## config.mk

```make
export PLATFORM = sky130hd
export DESIGN_NAME = priority_arbiter
export DESIGN_NICKNAME = d
export VERILOG_FILES = /design/src/rtl/priority_arbiter.sv
export SDC_FILE = /design/constraint.sdc
export NUM_CORES = 1
export LEC_CHECK = 0
export ABC_AREA = 1
export CORE_MARGIN = 8
export CORE_UTILIZATION = 47
export DETAILED_ROUTE_END_ITERATION = 10
export PLACE_DENSITY = 0.8
export SYNTH_ARGS = -nofsm -noshare
export SYNTH_HDL_FRONTEND = slang
export SYNTH_SLANG_ARGS = --single-unit
```

## constraint.sdc

```tcl
create_clock -name clk -period 2.65 [get_ports clk]
set_input_delay 0.53 -clock clk [delete_from_list [all_inputs] [get_ports clk]]
set_output_delay 0.53 -clock clk [all_outputs]
set_load 0.05 [all_outputs]
```

## src/rtl/priority_arbiter.sv

```systemverilog
// priority_arbiter: N-way request arbiter with a registered grant and a
// valid/ready handshake. Fixed mode grants the highest pending index;
// rotating mode searches downward from a pointer that moves just below the
// requester served last, so every active requester is eventually served.
module priority_arbiter #(
    parameter int N           = 16,
    parameter int ROUND_ROBIN = 0,
    localparam int W          = (N == 1) ? 1 : $clog2(N)
) (
    input  logic         clk,
    input  logic         rst_n,
    input  logic [N-1:0] request,
    input  logic         ready,
    output logic         valid,
    output logic [W-1:0] grant_id,
    output logic [N-1:0] grant_onehot
);

    typedef enum logic [0:0] {
        ST_IDLE  = 1'b0,
        ST_GRANT = 1'b1
    } state_t;

    localparam logic [W-1:0] LAST_IDX = W'(N - 1);
    localparam logic [W-1:0] IDX_ONE  = W'(1);

    state_t         state_r;
    state_t         state_s;
    logic           valid_r;
    logic           valid_s;
    logic [W-1:0]   grant_id_r;
    logic [W-1:0]   grant_id_s;
    logic [N-1:0]   onehot_r;
    logic [N-1:0]   onehot_s;
    logic [W-1:0]   ptr_r;
    logic [W-1:0]   ptr_s;
    logic [W-1:0]   ptr_after_s;
    logic [W-1:0]   start_s;
    logic [W-1:0]   win_s;
    logic [N-1:0]   win_onehot_s;

    // Winner search. Rotating: first set bit walking down from start,
    // wrapping N-1 after 0. Fixed: highest set index. Result is always < N.
    function automatic logic [W-1:0] pick_winner(input logic [N-1:0] req,
                                                 input logic [W-1:0] start);
        logic [W-1:0] win;
        logic         found;
        int           s;
        int           idx;
        win   = {W{1'b0}};
        found = 1'b0;
        s     = int'(start);
        if (ROUND_ROBIN != 0) begin
            for (int k = 0; k < N; k++) begin
                idx   = (s - k + N) % N;
                win   = (!found && req[idx]) ? W'(idx) : win;
                found = found | req[idx];
            end
        end else begin
            for (int i = 0; i < N; i++) begin
                win = req[i] ? W'(i) : win;
            end
        end
        return win;
    endfunction

    // Pointer value after serving the current grant: one below it, wrapping.
    always_comb begin
        ptr_after_s = ptr_r;
        if (grant_id_r == {W{1'b0}}) begin
            ptr_after_s = LAST_IDX;
        end else begin
            ptr_after_s = grant_id_r - IDX_ONE;
        end
    end

    // Arbitration: a back-to-back decision must already see the moved pointer.
    always_comb begin
        start_s      = (state_r == ST_GRANT) ? ptr_after_s : ptr_r;
        win_s        = pick_winner(request, start_s);
        win_onehot_s = {N{1'b0}};
        for (int i = 0; i < N; i++) begin
            win_onehot_s[i] = (win_s == W'(i));
        end
    end

    // Next-state and next-output logic; grant fields hold unless a new
    // winner is loaded, so a stalled grant is immune to request changes.
    always_comb begin
        state_s    = state_r;
        valid_s    = valid_r;
        grant_id_s = grant_id_r;
        onehot_s   = onehot_r;
        ptr_s      = ptr_r;
        case (state_r)
            ST_IDLE: begin
                if (request != {N{1'b0}}) begin
                    state_s    = ST_GRANT;
                    valid_s    = 1'b1;
                    grant_id_s = win_s;
                    onehot_s   = win_onehot_s;
                end else begin
                    state_s = ST_IDLE;
                    valid_s = 1'b0;
                end
            end
            ST_GRANT: begin
                if (ready) begin
                    if (ROUND_ROBIN != 0) begin
                        ptr_s = ptr_after_s;
                    end else begin
                        ptr_s = ptr_r;
                    end
                    if (request != {N{1'b0}}) begin
                        grant_id_s = win_s;
                        onehot_s   = win_onehot_s;
                    end else begin
                        state_s  = ST_IDLE;
                        valid_s  = 1'b0;
                        onehot_s = {N{1'b0}};
                    end
                end else begin
                    state_s = ST_GRANT;
                end
            end
            default: begin
                state_s  = ST_IDLE;
                valid_s  = 1'b0;
                onehot_s = {N{1'b0}};
            end
        endcase
    end

    // State, pointer and output registers; reset makes the first rotating
    // decision identical to fixed priority.
    always_ff @(posedge clk or negedge rst_n) begin
        if (!rst_n) begin
            state_r    <= ST_IDLE;
            valid_r    <= 1'b0;
            grant_id_r <= {W{1'b0}};
            onehot_r   <= {N{1'b0}};
            ptr_r      <= LAST_IDX;
        end else begin
            state_r    <= state_s;
            valid_r    <= valid_s;
            grant_id_r <= grant_id_s;
            onehot_r   <= onehot_s;
            ptr_r      <= ptr_s;
        end
    end

    assign valid        = valid_r;
    assign grant_id     = grant_id_r;
    assign grant_onehot = onehot_r;

endmodule

```

==> impl_metrics.env <==
export IMPL_status="finished, final reports clean"
export IMPL_routedWlPerCell_um=13.48
export IMPL_switching_power_uw=208.7
export IMPL_place_ws_ps=292.7
export IMPL_n_antenna_cell=0
export IMPL_ys_ff_latch=22
export IMPL_reg2reg_from="state_r"
export IMPL_drive_gt1_frac=0.1064
export IMPL_end_kind="output port"
export IMPL_drtIter0Drc=46
export IMPL_drv_cap=0
export IMPL_clock_sinks=22
export IMPL_clk_path_buf_depth=2
export IMPL_fin_crit_sh=0.7801
export IMPL_die_h_um=65.09
export IMPL_yosysWarningCount=0
export IMPL_dp_cells=212
export IMPL_critPathLaunchType="flop"
export IMPL_min_to="grant_id[2]"
export IMPL_path_clk_slew_ps=130
export IMPL_synth_cells=145
export IMPL_fin_nets=208
export IMPL_crit_fanout=2
export IMPL_die_w_um=65.09
export IMPL_slew_headroom=0.6510
export IMPL_grt_pass1_wl_um=5140
export IMPL_gp_congestion=0.8451
export IMPL_antenna_left=0
export IMPL_drc=0
export IMPL_grt_total_usage=0.1496
export IMPL_hold_path_class="flop to flop"
export IMPL_fin_worst_skew_ps=5.156
export IMPL_port_buffer_count=39
export IMPL_worstSetupStartpoint="grant_id[1]"
export IMPL_crit_arrival_ps=1540
export IMPL_cp_slowest_cell="clkdlybuf4s50_1"
export IMPL_grt_pass1_vias=1133
export IMPL_htree_levels=1
export IMPL_instances_no_fill=216
export IMPL_clockRootBuffer="clkbuf_4"
export IMPL_numCtsBuffers=3
export IMPL_ir_drop_mv=0.3085
export IMPL_cts_tree="done"
export IMPL_die_area_mm2=0.004236
export IMPL_num_vias=1087
export IMPL_p_clk_frac=0.342
export IMPL_synth_seq_area_share=0.4862
export IMPL_ioPinCount=40
export IMPL_drv_slew=0
export IMPL_max_freq_mhz=483.7
export IMPL_grt_use_met2=0.2559
export IMPL_power_frac_comb=0.199
export IMPL_crit_family="buffers and inverters"
export IMPL_criticalPathCategory="flop to output port"
export IMPL_area_growth_pct=42.10
export IMPL_swShare=0.2728
export IMPL_setup_viol=0
export IMPL_num_rows=17
export IMPL_fillers=201
export IMPL_routed_wl_um=2911
export IMPL_dp_hpwl_um=2371
export IMPL_powerDensity_mw_per_mm2=475.5
export IMPL_timing_rr_end="grant_onehot[0]"
export IMPL_rsz0062_at_grt="false"
export IMPL_postCtsHoldBufs=0
export IMPL_synth_nets=164
export IMPL_syn_area_per_cell_um2=7.809
export IMPL_grtUsageMet3=0.03093
export IMPL_post_cts_buffers=0
export IMPL_seqPwrFrac=0.459
export IMPL_syn_area_mm2=0.001132
export IMPL_clk_latency_ps=310
export IMPL_cts_resized=0
export IMPL_cp_required_ps=2120
export IMPL_utilization=0.7137
export IMPL_reg2reg_depth=7
export IMPL_critPathMaxStageDelay_ps=820
export IMPL_avgViaCountPerCell=5.032
export IMPL_layout_min_cycle_time_ps=2067
export IMPL_fin_tns_setup_ps=0
export IMPL_busiest_layer="met2"
export IMPL_layout_setup_ws_ps=582.7
export IMPL_hp_start="grant_id[2]"
export IMPL_critPathBufInv=1
export IMPL_gr_total_overflow=0
export IMPL_antenna_found_initial=0
export IMPL_tightestPinTransition_ps=521.8
export IMPL_power_leakage_nw=0.8445
export IMPL_dr_pass1_iters=4
export IMPL_ys_types=18
export IMPL_grt_max_degree=23
export IMPL_core_area_mm2=0.002255
export IMPL_p_int_uw=556.4
export IMPL_whs_path_depth=2
export IMPL_crit_chain="clkdlybuf4s50_1"
export IMPL_rrSetupSlack_ps=1170
export IMPL_start_util=0.5022
export IMPL_use_met1=0.1694
export IMPL_finalHoldViolCount=0
-- how the worst max path moves through the flow --
stage                  endpoint  cells after the start
2_1_floorplan  grant_onehot[10]                     12
3_3_place_gp    grant_onehot[4]                     11
3_5_place_dp    grant_onehot[5]                     11
4_1_cts             grant_id[1]                      1
5_1_grt        grant_onehot[13]                     11
6_report            grant_id[1]                      1
-- sequential cells by signal, summed over array words and instances (netlist names) --
register      cells
grant_id          4
state_r           1
valid             1
grant_onehot     16
-- tightest hold or removal path, delay by kind of cell, from the launching register on --
kind / cells / cell delay (ps)
DFF: 1 / 370
and+or+nand+nor: 2 / 100
-- final cells by class --
class	count	area (µm²)	share of cell area
inverters	26	97.59	0.06065
clock inverters	1	30.03	0.01866
well taps	28	35.03	0.02177
repair buffers	41	405.4	0.2519
multi-input cells	95	467.9	0.2908
flip-flops and latches	22	550.5	0.3421
clock buffers	3	22.52	0.01400
-- power by group through the flow --
stage / clock network, mW / registers [mW] / logic (mW)
floorplan: 0 / 0.394 / 0.0472
global placement: 0 / 0.357 / 0.148
detailed placement: 0 / 0.358 / 0.152
CTS: 0.262 / 0.351 / 0.154
global route: 0.279 / 0.353 / 0.165
finish: 0.262 / 0.351 / 0.152
-- logic make-up after synthesis --
family / share of synthesized area
AO/OA/AOI/OAI: 0.07072
AND/OR/NAND/NOR: 0.3425
flip-flops: 0.4862
buffers and inverters: 0.1005
-- cells in the mapped netlist --
master    n  area share
nand2_1  49        0.16
nand3_1  12       0.053
inv_2     3      0.0099
buf_6     1      0.0099
nor2_1    6       0.020
nand2_2   3       0.017
o31ai_1   3       0.020
nor3_1    1      0.0044
inv_1    23       0.076
buf_2     1      0.0044
nor2_4    3       0.030
nor2_2    2       0.011
nand3_2   2       0.018
nand4_1   5       0.028
dfrtp_1  22        0.49
a31oi_1   1      0.0055
a21oi_4   1       0.014
o21ai_0   7       0.031
-- stage by stage --
step	hold slack (ps)	power [mW]	cell area, µm²
after floorplan	234.4	0.4409	1132
after CTS	500.5	0.7670	1609
after global placement	457.0	0.5055	1556
after detailed placement	469.7	0.5105	1556
after global routing	524.4	0.7967	1609
final	496.4	0.7650	1609
-- placed cells by master, fill, tap and decap left out --
cell type        count
nand2_1             49
clkdlybuf4s50_1     39
inv_1               23
dfrtp_1             22
nand3_1             12
o21ai_0              7
nor2_1               6
nand4_1              5
inv_2                3
nor2_4               3
nand2_2              3
o31ai_1              3
clkbuf_4             3
nor2_2               2
nand3_2              2
buf_4                2
a21oi_4              1
nor3_1               1
a31oi_1              1
bufinv_16            1
-- layer usage --
metal,wire length (µm),part of all wire
met5,0,0
met4,105,0.036
met3,211,0.072
met2,1421,0.49
met1,1172,0.40
Note: power is estimated with default switching activity, not from simulation.
